===== config.mk =====
export PLATFORM = sky130hd
export DESIGN_NAME = fifo_burst_reader
export DESIGN_NICKNAME = d
export VERILOG_FILES = /design/src/rtl/fifo_burst_reader_pkg.sv /design/src/rtl/stream_buf2.sv /design/src/rtl/fifo_burst_reader.sv
export SDC_FILE = /design/constraint.sdc
export NUM_CORES = 1
export LEC_CHECK = 0
export ABC_AREA = 1
export CORE_UTILIZATION = 32
export CTS_BUF_LIST = sky130_fd_sc_hd__clkbuf_4 sky130_fd_sc_hd__clkbuf_8
export DETAILED_ROUTE_END_ITERATION = 12
export SETUP_SLACK_MARGIN = 0.2
export SYNTH_ARGS = -nofsm -noshare
export SYNTH_HDL_FRONTEND = slang
export SYNTH_SLANG_ARGS = --single-unit

===== constraint.sdc =====
create_clock -name clk -period 1.75 [get_ports clk]
set_input_delay 0.2625 -clock clk [delete_from_list [all_inputs] [get_ports clk]]
set_output_delay 0.2625 -clock clk [all_outputs]
set_load 0.02 [all_outputs]

===== src/rtl/fifo_burst_reader_pkg.sv =====
// Shared definitions for the FIFO burst reader.
//   - state_t and the IDLE/RUN/DRAIN encodings used by fifo_burst_reader
//   - has_credit(): decides whether another FIFO read may be issued without
//     overflowing the 2-entry output buffer
package fifo_burst_reader_pkg;

    typedef logic [1:0] state_t;

    localparam state_t StIdle  = 2'd0;
    localparam state_t StRun   = 2'd1;
    localparam state_t StDrain = 2'd2;

    // Words already buffered plus the one in flight, minus the word leaving
    // this cycle, must stay below the buffer depth of 2 before issuing.
    function automatic logic has_credit(input logic [1:0] held,
                                        input logic       inflight,
                                        input logic       popped);
        return ({1'b0, held} + {2'b00, inflight}) < (3'd2 + {2'b00, popped});
    endfunction

endpackage


===== src/rtl/stream_buf2.sv =====
// Two-entry in-order stream buffer (head/tail shift register).
// Ports:
//   clk, n_reset    clock, synchronous active-low reset (clears entries)
//   push, push_data write one entry (ignored when full and not popping)
//   pop             remove the head entry (ignored when empty)
//   head            current head entry
//   valid           buffer non-empty
//   count           number of entries held (0..2)
module stream_buf2 #(
    parameter int unsigned WIDTH = 9
) (
    input  logic             clk,
    input  logic             n_reset,
    input  logic             push,
    input  logic [WIDTH-1:0] push_data,
    input  logic             pop,
    output logic [WIDTH-1:0] head,
    output logic             valid,
    output logic [1:0]       count
);

    logic [WIDTH-1:0] head_q, head_d;
    logic [WIDTH-1:0] tail_q, tail_d;
    logic [1:0]       cnt_q, cnt_d;
    logic             pop_ok, push_ok;

    assign pop_ok  = pop & (cnt_q != 2'd0);
    assign push_ok = push & ((cnt_q != 2'd2) | pop_ok);

    always_comb begin
        head_d = head_q;
        tail_d = tail_q;
        cnt_d  = cnt_q;
        case ({push_ok, pop_ok})
            2'b10: begin
                if (cnt_q == 2'd0) head_d = push_data;
                else               tail_d = push_data;
                cnt_d = cnt_q + 2'd1;
            end
            2'b01: begin
                head_d = tail_q;
                cnt_d  = cnt_q - 2'd1;
            end
            2'b11: begin
                // Count is unchanged; the new word lands behind whatever remains.
                if (cnt_q == 2'd1) begin
                    head_d = push_data;
                end else begin
                    head_d = tail_q;
                    tail_d = push_data;
                end
            end
            default: ;
        endcase
    end

    always_ff @(posedge clk) begin
        if (!n_reset) begin
            head_q <= '0;
            tail_q <= '0;
            cnt_q  <= 2'd0;
        end else begin
            head_q <= head_d;
            tail_q <= tail_d;
            cnt_q  <= cnt_d;
        end
    end

    assign head  = head_q;
    assign valid = (cnt_q != 2'd0);
    assign count = cnt_q;

endmodule


===== src/rtl/fifo_burst_reader.sv =====
// Reads a burst of len words from a synchronous FIFO (one-cycle read latency)
// and presents them as a valid/ready stream with m_last on the final word.
// Ports:
//   clk, n_reset           clock, synchronous active-low reset
//   fifo_empty/rd_en/data  FIFO read side; data valid the cycle after rd_en
//   start, len             burst request (len sampled with start, ignored when busy)
//   busy, done             burst in progress / one-cycle completion pulse
//   m_data/valid/ready/last output stream
module fifo_burst_reader
    import fifo_burst_reader_pkg::*;
#(
    parameter int unsigned WIDTH     = 8,
    parameter int unsigned LEN_WIDTH = 8
) (
    input  logic                 clk,
    input  logic                 n_reset,
    input  logic                 fifo_empty,
    output logic                 fifo_rd_en,
    input  logic [WIDTH-1:0]     fifo_data,
    input  logic                 start,
    input  logic [LEN_WIDTH-1:0] len,
    output logic                 busy,
    output logic                 done,
    output logic [WIDTH-1:0]     m_data,
    output logic                 m_valid,
    input  logic                 m_ready,
    output logic                 m_last
);

    localparam logic [LEN_WIDTH-1:0] LenOne = LEN_WIDTH'(1);

    state_t               state_q, state_d;
    logic [LEN_WIDTH-1:0] len_q;
    logic [LEN_WIDTH-1:0] issue_cnt_q;   // reads issued to the FIFO
    logic [LEN_WIDTH-1:0] ret_cnt_q;     // words returned from the FIFO
    logic                 inflight_q;    // read issued last cycle, data arrives now
    logic                 done_q;

    logic                 rd_en;
    logic                 pop;
    logic                 last_issue;
    logic                 ret_last;
    logic                 start_idle;
    logic                 buf_valid;
    logic [1:0]           buf_count;
    logic [WIDTH:0]       buf_head;

    assign start_idle = start & (state_q == StIdle);
    assign pop        = buf_valid & m_ready;
    assign last_issue = (issue_cnt_q == len_q - LenOne);
    assign ret_last   = (ret_cnt_q == len_q - LenOne);

    assign rd_en = (state_q == StRun) && (issue_cnt_q != len_q) && !fifo_empty &&
                   has_credit(buf_count, inflight_q, pop);

    always_comb begin
        state_d = state_q;
        case (state_q)
            StIdle:  if (start && (len != '0))  state_d = StRun;
            StRun:   if (rd_en && last_issue)   state_d = StDrain;
            StDrain: if (pop && buf_head[WIDTH]) state_d = StIdle;
            default: state_d = StIdle;
        endcase
    end

    always_ff @(posedge clk) begin
        if (!n_reset) begin
            state_q     <= StIdle;
            len_q       <= '0;
            issue_cnt_q <= '0;
            ret_cnt_q   <= '0;
            inflight_q  <= 1'b0;
            done_q      <= 1'b0;
        end else begin
            state_q    <= state_d;
            inflight_q <= rd_en;
            if (start_idle) begin
                len_q       <= len;
                issue_cnt_q <= '0;
                ret_cnt_q   <= '0;
            end else begin
                if (rd_en)      issue_cnt_q <= issue_cnt_q + LenOne;
                if (inflight_q) ret_cnt_q   <= ret_cnt_q + LenOne;
            end
            // Zero-length bursts complete immediately; others on the last transfer.
            done_q <= (start_idle && (len == '0)) ||
                      ((state_q == StDrain) && pop && buf_head[WIDTH]);
        end
    end

    // Entries carry {last, data}; last is tagged as the word returns.
    stream_buf2 #(
        .WIDTH (WIDTH + 1)
    ) u_buf (
        .clk       (clk),
        .n_reset   (n_reset),
        .push      (inflight_q),
        .push_data ({ret_last, fifo_data}),
        .pop       (pop),
        .head      (buf_head),
        .valid     (buf_valid),
        .count     (buf_count)
    );

    assign fifo_rd_en = rd_en;
    assign busy       = (state_q != StIdle);
    assign done       = done_q;
    assign m_valid    = buf_valid;
    assign m_data     = buf_head[WIDTH-1:0];
    assign m_last     = buf_valid & buf_head[WIDTH];

endmodule


==> results of run 1 <==
-- power breakdown --
| group | switching, uW | internal (uW) |
|---|---|---|
| combinational | 845 | 825 |
| sequential | 89.5 | 1210 |
| clock | 403 | 468 |
-- logic make-up (layout without fill, tap and decap cells) --
| family | Yosys count | after routing | share of synthesized area (%) |
|---|---|---|---|
| xor+xnor | 12 | 12 | 4.700 |
| mux | 8 | 8 | 2.978 |
| buf+inv | 65 | 156 | 10.66 |
| fa+ha+maj | 8 | 8 | 3.723 |
| simple gates | 155 | 155 | 25.92 |
| compound gates | 86 | 86 | 16.29 |
| flops | 48 | 48 | 35.74 |
-- worst paths after layout --
path         slack (ps)           start  depth (start not counted)               to
min reg2reg         490    ret_cnt_q[7]                          2     ret_cnt_q[7]
max reg2reg          50  u_buf.count[0]                         11  u_buf.tail_q[3]
min                 490    ret_cnt_q[7]                          2     ret_cnt_q[7]
max                  -1  u_buf.count[0]                          8       fifo_rd_en
-- layer usage --
| metal | up-vias | share of wire (%) |
|---|---|---|
| met2 | 41 | 52 |
| met5 | - | 0 |
| met4 | 0 | 1.5 |
| met3 | 8 | 3.9 |
| met1 | 1206 | 43 |
| li1 | 1414 | - |
-- tightest hold or removal path: stages (launching register included) --
cell,delay (ps)
dfxtp_1,310
inv_1,80
a21oi_1,60
-- Yosys cell counts, types with 2 or more instances --
library cell	instances	area share, %
a21oi_1	39	7.3
buf_2	2	0.37
buf_4	10	2.8
clkbuf_1	3	0.42
dfxtp_1	48	36
ha_1	8	3.7
inv_1	36	5.0
inv_2	11	1.5
mux2i_1	8	3.0
nand2_1	71	9.9
nand2_2	5	1.2
nand3_1	14	2.6
nand4_1	3	0.70
nor2_1	43	6.0
nor2_2	4	0.93
nor2_4	2	0.84
nor3_1	8	1.5
nor3_2	2	0.74
o21ai_0	36	6.7
o21ai_1	8	1.5
xnor2_1	3	0.98
xor2_1	7	2.3
-- final cells by class --
type | count | area share (%)
Clock inverter | 2 | 0.9329
Inverter | 49 | 5.326
Multi-Input combinational cell | 269 | 43.09
Timing Repair Buffer | 99 | 21.97
Clock buffer | 6 | 1.986
Tap cell | 105 | 3.160
Sequential cell | 48 | 23.53
-- timing repair --
action | CTS | global route
resized for setup | 74 | 78
endpoints found under the setup margin | 33 | 42
cloned | 2 | 0
pin swaps | 11 | 12
setup buffers | 7 | 5
-- flip-flops by register name (all words and copies together), names as in the netlist --
name,cells
done,1
inflight_q,1
state_q,2
ret_cnt_q,8
u_buf.head,9
u_buf.count,2
u_buf.tail_q,9
issue_cnt_q,8
len_q,8
-- per-stage QoR --
step	util, %	hold slack, ps	std cells
finish	50.86	488.3	578
global route	50.86	527.7	578
CTS	47.35	492.1	573
detailed placement	42.73	470.7	556
global placement	42.73	464.0	556
floorplan	-	397.4	382
==> results.tsv, run 1 <==
stage	metric	value	unit
place	place.gp.congestion	0.8236	
floorplanning	io_pins	34	
finish	areaGrowthSynthToFinish	54.63	%
setup_path	critPathMaxStageDelay	390	ps
setup_path	start_kind	flop	
finish	layout_common_cells	nand2_1 (65), buf_4 (51), dfxtp_1 (40)	
finish	layout.nets	501	
grt	overflow	0	
setup_path	crit_fanout	3	
floorplanning	die_w	93.67	um
sta	fin_worst_skew	6.280	ps
sta	timing.slew.headroom	77.91	%
route	ant_nets	0	
floorplanning	fp.dieH	93.67	um
sta	setup_viol	1	
setup_path	crit_buf_inv	3	
synthesis	synth_edf_count	0	
setup_path	crit_path_end_kind	output pin	
grt	grt.busiest_layer	met2	
pwr	p_leak	0.001875	uW
synthesis	ys_seq_area_share	35.74	%
route	firstDrtPassIters	4	
run	maxCapViolations	0	
synthesis	synthArstFlopShare	0	%
finish	fin_area	0.004158	sq mm
min_path	hold_class	reg -> reg	
synthesis	syn_area	0.002689	sq mm
status	violations	negative setup slack	
grt	grt_max_degree	29	
synthesis	syn_inst	382	
route	wl_per_cell	12.63	um
synthesis	ys.flop_type	dfxtp_1	
finish	ff_latch_area	978.4	sq um
grt	grt_usage	17.24	%
clock_tree	cts-root-buf	clkbuf_8	
sta	setup_tns	-1.337	ps
grt	grtUsageMet2	32.48	%
route	vias	2669	
setup_path	critical_path_class	reg -> out	
place	dp_hpwl	5116	um
floorplanning	rows	33	
grt	grt_pass1_wl	11700	um
clock_tree	clock_latency	310	ps
synthesis	ys_types	33	
grt	globalRouteMet3Util	3.964	%
route	drc	0	
finish	nFillCells	759	
synthesis	synth_warnings	0	
sta	rsz0062_at_grt	true	
clock_tree	path_clk_slew	100	ps
finish	antenna_cells	0	
clock_tree	cts.sinks	48	
synthesis	syn_area_per_cell	7.039	sq um
clock_tree	clock_path_buffers	2	
pwr	powerDensity	924.5	mW/mm^2
setup_path	cp_slowest_cell	dfxtp_4	
synthesis	syn_nets	411	
clock_tree	ctsHoldBuffers	0	
grt	grt_pass1_vias	2634	
pwr	finalPower	3844	uW
setup_path	cp_cell_sequence	inv_4 -> ha_4 -> clkinv_4 -> nand2_4 -> o21ai_2 -> nand2_2 -> nor2_8 -> buf_6	
floorplanning	dieArea	0.008773	sq mm
synthesis	ys_ff_latch	48	
floorplanning	core	0.008175	sq mm
finish	multi_input_comb_area	0.001792	sq mm
sta	hold_violations	0	
sta	tightest_slew	331.3	ps
grt	met1_usage	19.27	%
place	place_ws	-313.4	ps
sta	worst_slack	-1.337	ps
route	drtIter0Drc	58	
place	io_buffers	33	
setup_path	cp_top_family	flip-flops	
finish	final_common_cell	nand2_1	
finish	layout-drive-gt1-share	37.63	%
clock_tree	cts-htree-levels	2	
setup_path	required	1490	ps
sta	period_share	100.1	%
sta	finalMaxSlewViolations	0	
status	outcome	finished with violations	
setup_path	arrival	1490	ps
pwr	vdd_drop_max	0.0005555	V
grt	grt_antenna_before_repair	0	
floorplanning	start_util	32.89	%
sta	finalCriticalPeriod	1751	ps
place	placed_cell_area	0.003493	sq mm
route	routed_wl	7298	um
sta	fmax	571.0	MHz
route	via_per_inst	4.618	
clock_tree	numCtsBuffers	5	
clock_tree	cts_tree	yes	
Note: power is estimated with default switching activity, not from simulation.
==> run 2, diff against run 1 <==
--- a/config.mk
+++ b/config.mk
@@ -6,6 +6,7 @@
 export NUM_CORES = 1
 export LEC_CHECK = 0
 export ABC_AREA = 1
+export CORE_ASPECT_RATIO = 1.25
 export CORE_UTILIZATION = 32
 export CTS_BUF_LIST = sky130_fd_sc_hd__clkbuf_4 sky130_fd_sc_hd__clkbuf_8
 export DETAILED_ROUTE_END_ITERATION = 12
==> run 2 against run 1 <==
  * The flow finishes with violations (design-rule violations)
  * Non-clock buffer count is 4 lower
  * Critical path type unchanged
  * Clock power is 2.3% lower
  * Global-route usage is 0.91 points lower
  * Routed wire length is 0.19% higher
  * Worst setup slack better by 8.5 ps
  * Sequential power hardly changed
  * Die area hardly changed
  * Count of clock-buffer cells in the layout is 1 lower
  * Utilization is 0.51 points lower
  * Sequential cell count stayed put
  * Highest routed layer unchanged
==> results.tsv, run 2 (synthesized netlist as in run 1, its figures left out) <==
stage	metric	value	unit	change
status	outcome	finished with violations		
status	violations	design-rule violations		
clock_tree	cts-htree-levels	2		unchanged
place	dp_hpwl	5202	um	+1.7%
grt	overflow	0		unchanged
setup_path	critical_path_class	reg -> out		
finish	areaGrowthSynthToFinish	53.42	%	
clock_tree	numCtsBuffers	5		unchanged
setup_path	ff2ff_path_depth	10		-1
clock_tree	cts.sinks	48		unchanged
finish	multi_input_comb_area	0.001827	sq mm	+2.0%
setup_path	reg2reg_to	issue_cnt_q[5]		
route	wl_per_cell	12.92	um	+2.3%
grt	grt_pass1_vias	2505		-4.9%
sta	period_share	99.59	%	-0.49 points
pwr	p_leak	0.001858	uW	-0.90%
pwr	vdd_drop_max	0.0006102	V	+9.8%
grt	grt_usage	16.33	%	-0.91 points
sta	setup_viol	0		-1
sta	fin_hold_ws	491.9	ps	+3.657 ps
clock_tree	path_clk_slew	100	ps	about the same
sta	hold_violations	0		unchanged
clock_tree	cts-root-buf	clkbuf_8		
finish	antenna_cells	0		unchanged
min_path	hold_class	reg -> reg		
route	firstDrtPassIters	9		+5
finish	nFillCells	774		+2.0%
finish	layout_common_cells	nand2_1 (64), buf_4 (48), dfxtp_1 (33)		
setup_path	r2r_setup_slack	30	ps	-20 ps
finish	stdcell_count	566		-2.1%
clock_tree	ctsHoldBuffers	0		unchanged
setup_path	arrival	1480	ps	about the same
setup_path	r2r-start	u_buf.count[0]		
sta	timing.slew.headroom	78.09	%	+0.18 points
grt	grt_antenna_before_repair	0		unchanged
pwr	powerDensity	911.4	mW/mm^2	-1.4%
clock_tree	cts_tree	yes		
place	io_buffers	33		unchanged
finish	layout-drive-gt1-share	38.81	%	+1.2 points
min_path	hold_start	ret_cnt_q[7]		
setup_path	start_kind	flop		
clock_tree	clock_latency	310	ps	about the same
setup_path	crit_path_end_kind	output pin		
route	via_per_inst	4.769		+3.3%
sta	finalCriticalPeriod	1743	ps	-8.504 ps
finish	layout.nets	497		-0.80%
route	drc	3		+3
floorplanning	dieArea	0.008776	sq mm	about the same
floorplanning	start_util	32.81	%	-0.075 points
floorplanning	fp.dieH	104.5	um	+12%
pwr	finalPower	3760	uW	-2.2%
setup_path	required	1490	ps	about the same
min_path	worst_hold_path.num_cells	2		unchanged
route	drtIter0Drc	102		+76%
finish	ff_latch_area	984.7	sq um	+0.64%
route	routed_wl	7312	um	+0.19%
route	vias	2699		+1.1%
grt	grt_max_degree	29		unchanged
sta	fin_worst_skew	5.364	ps	-0.9166 ps
route	ant_nets	0		unchanged
finish	final_common_cell	nand2_1		
floorplanning	die_w	83.99	um	-10%
floorplanning	core	0.008194	sq mm	+0.23%
sta	finalMaxSlewViolations	0		unchanged
setup_path	crit_fanout	3		unchanged
clock_tree	clock_path_buffers	2		unchanged
place	place.gp.congestion	0.7927		-3.8%
min_path	hold_end	ret_cnt_q[7]		
sta	fmax	573.8	MHz	+0.49%
floorplanning	rows	37		+12%
place	place_inst	546		-1.8%
floorplanning	io_pins	34		unchanged
sta	tightest_slew	328.6	ps	-2.721 ps
grt	grt_pass1_wl	11410	um	-2.5%
run	maxCapViolations	0		unchanged
sta	rsz0062_at_grt	true		
[run 2: cell types whose count changed in the layout (fill, tap and decap cells not counted), moves of 4 or more]
cell     change
dfxtp_1      -7
dfxtp_2      +8
nor2_4       -4
o21ai_1      +4
[run 2: how the worst max path moves through the flow]
| stage | startpoint | to | slack (ps) |
|---|---|---|---|
| floorplan | u_buf.count[0] | issue_cnt_q[5] | 200 |
| global placement | m_ready | fifo_rd_en | -330 |
| detailed placement | m_ready | fifo_rd_en | -330 |
| CTS | u_buf.count[0] | fifo_rd_en | -20 |
| global route | u_buf.count[0] | state_q[0] | -60 |
| finish | u_buf.count[0] | fifo_rd_en | 7 |
[run 2: through the flow]
step	setup TNS [ps]	setup WS, ps	utilization [%]	cell area, sq um
after floorplan	0	202.5	-	2729
after global placement	-1572	-331.0	42.33	3468
after detailed placement	-1820	-333.8	42.33	3468
after CTS	-15.00	-15.00	45.92	3762
after global routing	-241.4	-56.13	50.34	4125
final	0	7.167	50.34	4125
[run 2: critical path, cell delays in order (launching register included)]
cell     delay (ps)
dfxtp_4         380
ha_4            160
ha_4            150
nor3_4          180
nand2_4          90
nor2_8          100
buf_6           120
[run 2: per-layer routing]
metal	track usage [%]	part of all wire, %	up-vias
li1	-	-	1403
met3	2.937	3.5	11
met4	3.941	1.8	0
met1	19.44	43	1236
met2	29.98	51	49
met5	0	0	-
[run 2: cell type report]
| cell class | count | share of cell area (%) |
|---|---|---|
| Multi-Input combinational cell | 269 | 44.28 |
| Sequential cell | 48 | 23.87 |
| Timing Repair Buffer | 95 | 21.11 |
| Inverter | 49 | 4.974 |
| Tap cell | 97 | 2.942 |
| Clock buffer | 5 | 1.668 |
| Clock inverter | 3 | 1.153 |
[run 2: timing repair]
item	CTS	global route
buffers inserted	2	8
gates cloned	1	1
endpoints found under the setup margin	34	41
gates resized for setup	54	99
pin swaps	15	26
[run 2: report_power, final]
group	total, uW	internal (uW)	leakage, uW	switching (uW)
registers	1300	1210	0.000398	86.4
logic	1610	758	0.00140	852
clock network	851	431	0.0000583	420
==> run 3, diff against run 2 <==
--- a/config.mk
+++ b/config.mk
@@ -5,7 +5,6 @@
 export SDC_FILE = /design/constraint.sdc
 export NUM_CORES = 1
 export LEC_CHECK = 0
-export ABC_AREA = 1
 export CORE_ASPECT_RATIO = 1.25
 export CORE_UTILIZATION = 32
 export CTS_BUF_LIST = sky130_fd_sc_hd__clkbuf_4 sky130_fd_sc_hd__clkbuf_8
==> run 3 against run 2 <==
  * The run ends with negative setup slack left
  * Worst setup slack worse by 320 ps
  * Total power is 6.4% lower
  * Utilization is 1.0 points lower
  * Clock skew is 3.6 ps higher
  * Critical endpoint is now u_buf.tail_q[8]
==> results.tsv, run 3 <==
stage	metric	value	unit	change
clock_tree	path_clk_slew	100	ps	about the same
synthesis	synth.largest_area_cell	dfxtp_1		
finish	final_common_cell	buf_4		
finish	areaGrowthSynthToFinish	48.38	%	
clock_tree	ctsHoldBuffers	0		unchanged
min_path	hold_start	len[3]		
synthesis	ys_seq_area_share	36.68	%	+0.94 points
synthesis	yosysTopAreaCellShare	36.68	%	+0.94 points
synthesis	yosys-top-cells-count	dfxtp_1 (48), nand2_1 (42), nor2_1 (25), xor2_1 (21), mux2i_1 (20)		
setup_path	reg2reg_to	u_buf.tail_q[8]		
route	ant_nets	0		unchanged
setup_path	arrival	2290	ps	+810 ps
route	vias	2356		-13%
sta	setup_viol	14		+14
clock_tree	clock_latency	310	ps	about the same
synthesis	synth_top_family_by_area	simple AND/OR/NAND/NOR gates		
floorplanning	core	0.007883	sq mm	-3.8%
grt	grt_max_degree	18		-38%
synthesis	ys_types	39		+18%
pwr	finalPower	3518	uW	-6.4%
clock_tree	clock_path_buffers	2		unchanged
grt	grt_antenna_before_repair	0		unchanged
synthesis	synthArstFlopShare	0	%	unchanged
sta	setup_tns	-1878	ps	-1878 ps
finish	layout.nets	412		-17%
grt	overflow	0		unchanged
setup_path	r2r-start	len_q[1]		
sta	timing.slew.headroom	72.42	%	-5.7 points
floorplanning	io_pins	34		unchanged
setup_path	r2r_setup_slack	-320	ps	-350 ps
sta	finalCriticalPeriod	2067	ps	+323.8 ps
synthesis	syn_area_per_cell	8.704	sq um	+24%
sta	hold_violations	0		unchanged
route	drtIter0Drc	35		-66%
floorplanning	die_w	82.93	um	-1.3%
synthesis	synthXorXnorAreaFrac	11.70	%	+7.0 points
finish	layout_common_cells	buf_4 (48), dfxtp_1 (41), nand2_1 (39)		
floorplanning	start_util	33.24	%	+0.42 points
setup_path	crit_path_end_kind	flop		
synthesis	synth_compound_area_share	11.37	%	-4.9 points
sta	period_share	118.1	%	+19 points
synthesis	synthSimpleGateAreaFrac	22.35	%	-3.6 points
floorplanning	rows	36		-2.7%
min_path	hold_end	len_q[3]		
synthesis	netlist_top_cells_area	dfxtp_1 (37%), mux2i_1 (7.6%), xor2_1 (7.0%), nand2_1 (6.0%), xnor2_1 (4.7%)		
sta	fmax	483.9	MHz	-16%
place	place.gp.congestion	0.8293		+4.6%
route	firstDrtPassIters	4		-5
finish	antenna_cells	0		unchanged
grt	grt_pass1_wl	10500	um	-7.9%
clock_tree	cts.sinks	48		unchanged
synthesis	synth_warnings	0		unchanged
run	maxCapViolations	0		unchanged
route	wl_per_cell	13.79	um	+6.7%
grt	grt_usage	15.14	%	-1.2 points
route	via_per_inst	4.919		+3.1%
clock_tree	cts_tree	yes		
grt	grt_pass1_vias	2318		-7.5%
synthesis	syn_inst	301		-21%
floorplanning	fp.dieH	103.2	um	-1.3%
setup_path	ff2ff_path_depth	6		-4
clock_tree	numCtsBuffers	5		unchanged
clock_tree	cts-root-buf	clkbuf_8		
synthesis	ys_ff_latch	48		unchanged
synthesis	synth_mux_area_share	7.641	%	+4.7 points
sta	tightest_slew	410.6	ps	+82.01 ps
finish	layout-drive-gt1-share	32.03	%	-6.8 points
synthesis	synth.most_common_cell	dfxtp_1		
min_path	worst_hold_path.num_cells	3		+1
setup_path	start_kind	flop		
synthesis	syn_area	0.002620	sq mm	-2.6%
synthesis	syn_nets	330		-20%
route	routed_wl	6605	um	-9.7%
status	violations	negative setup slack		
setup_path	critical_path_class	reg -> reg		
place	dp_hpwl	4672	um	-10%
sta	fin_worst_skew	8.977	ps	+3.614 ps
route	drc	0		-3
floorplanning	dieArea	0.008555	sq mm	-2.5%
sta	rsz0062_at_grt	true		
pwr	p_leak	0.001907	uW	+2.7%
place	io_buffers	33		unchanged
sta	worst_slack	-316.6	ps	-323.8 ps
status	outcome	finished with violations		
setup_path	required	1970	ps	+480 ps
sta	finalMaxSlewViolations	0		unchanged
synthesis	synth_fa_ha_area_share	3.820	%	+0.098 points
min_path	hold_class	in -> reg		
finish	nFillCells	735		-5.0%
synthesis	synth_edf_count	0		unchanged
pwr	powerDensity	904.9	mW/mm^2	-0.71%
setup_path	crit_fanout	4		+1
synthesis	ys.flop_type	dfxtp_1		
pwr	vdd_drop_max	0.0006109	V	+0.12%
clock_tree	cts-htree-levels	2		unchanged
run 3: logic make-up after synthesis:
group,Yosys count
and+or+nand+nor,119
muxes,20
AOI/OAI and AO/OA,39
buffers and inverters,32
adders and majority gates,8
xor gates and xnor gates,35
DFF,48
run 3: per-stage QoR:
| step | utilization, % | hold WS [ps] | cells | worst slack, ps | area [sq um] |
|---|---|---|---|---|---|
| 2_1_floorplan | - | 399.8 | 301 | -16.92 | 2653 |
| 3_3_place_gp | 42.92 | 440.2 | 463 | -458.5 | 3383 |
| 3_5_place_dp | 42.92 | 465.4 | 463 | -435.5 | 3383 |
| 4_1_cts | 46.21 | 475.7 | 475 | -249.2 | 3642 |
| 5_1_grt | 49.32 | 256.4 | 479 | -378.5 | 3887 |
| 6_report | 49.32 | 255.3 | 479 | -316.6 | 3887 |
run 3: worst max-delay path, stage by stage (launching register included):
cell      delay, ps
dfxtp_2         340
buf_6           120
or4_4           560
o31a_1          290
o311ai_2        340
nand3b_1        130
a21boi_1        210
run 3: layout make-up:
cell class                      count  area (sq um)  area share, %
Sequential cell                    48         969.7          24.94
Multi-Input combinational cell    221          1724          44.35
Clock inverter                      3         47.55          1.223
Inverter                            9         46.29          1.191
Clock buffer                        5         68.82          1.770
Tap cell                           95         118.9          3.058
Timing Repair Buffer               98         912.1          23.46
run 3: what timing repair did:
item                       4_1_cts  5_1_grt
setup buffers                    4        4
pin swaps                       17       26
setup endpoints to repair       27       43
gates resized for setup         50       55
run 3: layer usage:
metal	up-vias	share of wire [%]	track usage (%)
met5	-	0	0
met4	0	1.6	4.244
met3	12	2.8	3.122
met2	31	54	29.19
met1	1132	42	16.90
li1	1181	-	-
run 3: report_power, final:
part           internal [uW]  switching, uW
logic                    758            666
registers               1190           53.4
clock network            431            420
run 3: how the worst max path moves through the flow:
stage / start / end / slack [ps] / cells past startpoint
6_report: len_q[1] / u_buf.tail_q[8] / -320 / 6
5_1_grt: len_q[1] / u_buf.tail_q[8] / -380 / 6
4_1_cts: issue_cnt_q[6] / fifo_rd_en / -250 / 4
3_5_place_dp: m_ready / fifo_rd_en / -440 / 6
3_3_place_gp: m_ready / fifo_rd_en / -460 / 6
2_1_floorplan: issue_cnt_q[6] / issue_cnt_q[4] / -20 / 7
==> variant 1 (flow settings as in run 2) <==
`WIDTH`: 8 -> 6.
--- a/src/rtl/fifo_burst_reader.sv
+++ b/src/rtl/fifo_burst_reader.sv
@@ -11,3 +11,3 @@
 #(
-    parameter int unsigned WIDTH     = 8,
+    parameter int unsigned WIDTH     = 6,
     parameter int unsigned LEN_WIDTH = 8
Interface: changed (resized fifo_data and m_data); port bits go from 34 to 30. The function was not compared with the original's and may differ.
==> variant 1 against run 2 <==
- the run ends with negative setup slack left
- wire length down 1.5%
- cell area shrank 4.9%
- die area fell by 4.9%
- total power is 17% lower
- sequential share of layout area is 0.74 points lower
- clock skew decreased by 1.2 ps
- hold slack worse by 32 ps
- utilization is 0.27 points higher
- clock power shrank 4.7%
- global-route usage grew 1.3 points
- area after synthesis shrank 5.0%
- synthesized cell count shrank 1.3%
- setup slack lost 19 ps
- sequential cell count fell by 4
- critical endpoint is now u_buf.tail_q[1]$_SDFFE_PN0P_
- highest routed layer unchanged
==> variant 1: results <==
finish:
  signal_buffer_area_fraction_pct: 21.3
  fill_cells: 772
  nClkBuffers: 6
  drive_above_1_share_pct: 37.0
  inv_count: 64
  seq_area_share_pct: 23.1
synth:
  yosys-top-cells-count: "nand2_1 (83), inv_1 (56), dfxtp_1 (44)"
  syn_area_mm2: 0.00255
  synth-seq-area-share_pct: 34.5
  syn_inst: 377
critical_path:
  rr_worst_depth: 11
  cp_max_fo: 6
  crit_family: "buffers and inverters"
  r2r-end: "u_buf.tail_q[1]$_SDFFE_PN0P_"
power_and_ir_drop:
  pg_clk_w: 0.000811
  combPwrFrac_pct: 38.3
  switching_share_pct: 33.2
timing:
  finalSetupViolCount: 6
  setup_tns_ps: -47.2
  setup_ws_ps: -12.1
placement:
  place_ws_ps: -317
  placed_cell_area_mm2: 0.00334
  gp_congestion: 0.821
  placed_cells: 541
drt:
  viasPerCell: 4.75
  drt-met1-wl_mm: 2.91
  drt_first_pass_iters: 4
  met2_length_mm: 3.87
status:
  violations: "negative setup slack"
  status: "complete, but fails checks"
global_route:
  grt_pass1_vias: 2549
  use_met1_pct: 19.5
  grt_first_pass_wirelength_mm: 11.1
  use_met2_pct: 33.8
clock_tree:
  cts.sinks: 44
## variant 1: cell types whose count changed in the layout (fill, tap and decap cells not counted), moves of 6 or more
| cell | run 2 | this run |
|---|---|---|
| a21oi_1 | 31 | 24 |
| buf_4 | 48 | 55 |
| dlymetal6s2s_1 | 8 | 1 |
| inv_1 | 32 | 50 |
| mux2i_1 | 7 | 0 |
| nand2_1 | 64 | 75 |
| nor2_1 | 28 | 16 |
| o21bai_1 | 0 | 6 |
## variant 1: logic make-up (layout without fill, tap and decap cells)
logic type / count (synthesis) / in the layout / synth area share, %
AOI/OAI and AO/OA: 85 / 85 / 17.4
xor gates and xnor gates: 13 / 13 / 5.54
adders and majority gates: 8 / 8 / 3.92
buffers and inverters: 74 / 167 / 12.0
DFF: 44 / 44 / 34.5
and+or+nand+nor: 153 / 153 / 26.7
## variant 1: through the flow
step	utilization (%)	hold slack [ps]
finish	50.6	460
global route	50.6	492
CTS	46.3	452
detailed placement	43.1	443
global placement	43.1	434
floorplan	-	425
==> variant 2 (flow settings as in run 2) <==
Without the edit above. Make the reset (`n_reset`) asynchronous in 2 clocked blocks. Comments in the files are not updated.
--- a/src/rtl/stream_buf2.sv
+++ b/src/rtl/stream_buf2.sv
@@ -56,3 +56,3 @@
 
-    always_ff @(posedge clk) begin
+    always_ff @(posedge clk or negedge n_reset) begin
         if (!n_reset) begin
--- a/src/rtl/fifo_burst_reader.sv
+++ b/src/rtl/fifo_burst_reader.sv
@@ -65,3 +65,3 @@
 
-    always_ff @(posedge clk) begin
+    always_ff @(posedge clk or negedge n_reset) begin
         if (!n_reset) begin
Function: differs if n_reset is asserted again (counterexample within 4 cycles, from zero or initial values and one cycle with n_reset low); with n_reset held inactive, the same outputs for 10 cycles.
==> variant 2 against run 2 <==
- the run ends with negative setup slack left
- setup slack lost 170 ps
- sequential cell count is the same
- area after synthesis grew 9.6%
- cell area grew 6.8%
- wire length grew 5.2%
- clock skew grew 3.8 ps
- critical endpoint unchanged
Power is not compared: it rests on default switching activity, and its combinational part moved more than twofold at a synthesized area within 25%.
==> variant 2: results <==
timing:
  finalSetupViolCount: 6
  setup_ws_ps: -164
  finalClockSkew_ps: 9.13
  maxSlewHeadroom_pct: 82.3
  setup_tns_ps: -458
finish:
  fill_cells: 830
  layout.nets: 498
  final_cells: 590
  seq_area_mm2: 0.00120
  diodes: 0
critical_path:
  rr_worst_depth: 11
  critPathArrivalTime_ps: 1650
  cp-startpoint: "u_buf.count[0]$_DFFE_PN0P_"
  r2r-end: "issue_cnt_q[7]$_DFFE_PN0P_"
placement:
  gp_congestion: 0.828
  placed_cells: 564
  hpwl_mm: 5.26
  place_ws_ps: -481
drt:
  first_iter_violations: 120
  wire_per_inst_um: 13.0
min_path:
  hold_class: "in2async"
synth:
  yosys-top-cells-count: "nand2_1 (98), dfrtp_1 (48), inv_1 (47)"
  ys_types: 35
  synth-seq-area-share_pct: 40.8
  synthTopCellsByArea: "dfrtp_1 (41%), nand2_1 (12%), nand3_1 (7.8%)"
  synth_flop_cell: "dfrtp_1"
  avgSynthCellArea_um2: 7.63
  synthArstFlopShare_pct: 100
  syn-num-nets: 415
power_and_ir_drop:
  p_leak_nw: 2.18
global_route:
  grt_pass1_vias: 2807
  grt_use_total_pct: 16.7
  grt_max_degree: 49
  grt_first_pass_wirelength_mm: 12.5
status:
  status: "complete, but fails checks"
  violations: "negative setup slack"
variant 2: cell types whose count changed after synthesis, moves of 8 or more:
| cell | before | now |
|---|---|---|
| mux2i_1 | 8 | 0 |
| o211ai_1 | 0 | 9 |
| nand2_1 | 71 | 98 |
| dfrtp_1 | 0 | 48 |
| nand3_1 | 14 | 46 |
| a21oi_1 | 39 | 5 |
| inv_2 | 11 | 3 |
| dfxtp_1 | 48 | 0 |
| xor2_1 | 7 | 19 |
| o21ai_0 | 36 | 14 |
| inv_1 | 36 | 47 |
| nor2_1 | 43 | 31 |
variant 2: per-layer routing:
metal	wire (um)	up-vias	track usage, %
met5	0	-	0
met1	3130	1262	18.9
met3	295	14	2.42
met2	4090	62	31.7
li1	-	1387	-
met4	171	0	5.04
variant 2: worst min path at each step:
stage | from | to | slack, ps
2_1_floorplan | n_reset | done$_DFF_PN0_ | -30
3_3_place_gp | n_reset | u_buf.head[5]$_DFFE_PN0P_ | 270
3_5_place_dp | n_reset | u_buf.count[1]$_DFFE_PN0P_ | 270
4_1_cts | u_buf.tail_q[2]$_DFFE_PN0P_ | u_buf.tail_q[2]$_DFFE_PN0P_ | 480
5_1_grt | n_reset | ret_cnt_q[4]$_DFFE_PN0P_ | 510
6_report | n_reset | ret_cnt_q[1]$_DFFE_PN0P_ | 470
variant 2: where the power goes:
part / total, W / switching (W) / internal (W)
Clock: 0.00110 / 0.000387 / 0.000715
Combinational: 0.00502 / 0.00261 / 0.00241
Sequential: 0.00187 / 0.000322 / 0.00155
variant 2: cell type report:
class                           count  share of cell area, %
Clock inverter                      3                   2.05
Clock buffer                        5                   1.56
Inverter                           50                   4.77
Tap cell                          120                   3.41
Sequential cell                    48                   27.3
Multi-Input combinational cell    269                   39.7
Timing Repair Buffer               95                   21.2
variant 2: what timing repair did:
| action | in CTS | in global routing |
|---|---|---|
| hold buffers | 1 | 0 |
| gates resized for setup | 55 | 66 |
| buffers inserted | 7 | 8 |
| pin swaps | 15 | 28 |
| setup endpoints to repair | 33 | 41 |
| hold endpoints to repair | 48 | 0 |
| cloned | 1 | 1 |
variant 2: kinds of logic (layout without fill, tap and decap cells):
family / after synthesis / in the layout / share of synthesized area (%)
xor gates and xnor gates: 26 / 26 / 8.24
DFF: 48 / 48 / 40.8
buffers and inverters: 69 / 153 / 10.5
adders and majority gates: 8 / 8 / 3.40
AOI/OAI and AO/OA: 34 / 34 / 6.75
and+or+nand+nor: 201 / 201 / 30.4
variant 2: worst max-delay path, cell delays in order (launching register included):
cell      delay (ps)
dfrtp_1          420
ha_2             200
ha_4             210
o21ai_2           60
nand2_2           90
nor2_4           150
nand2_4           80
clkinv_4          50
buf_6            100
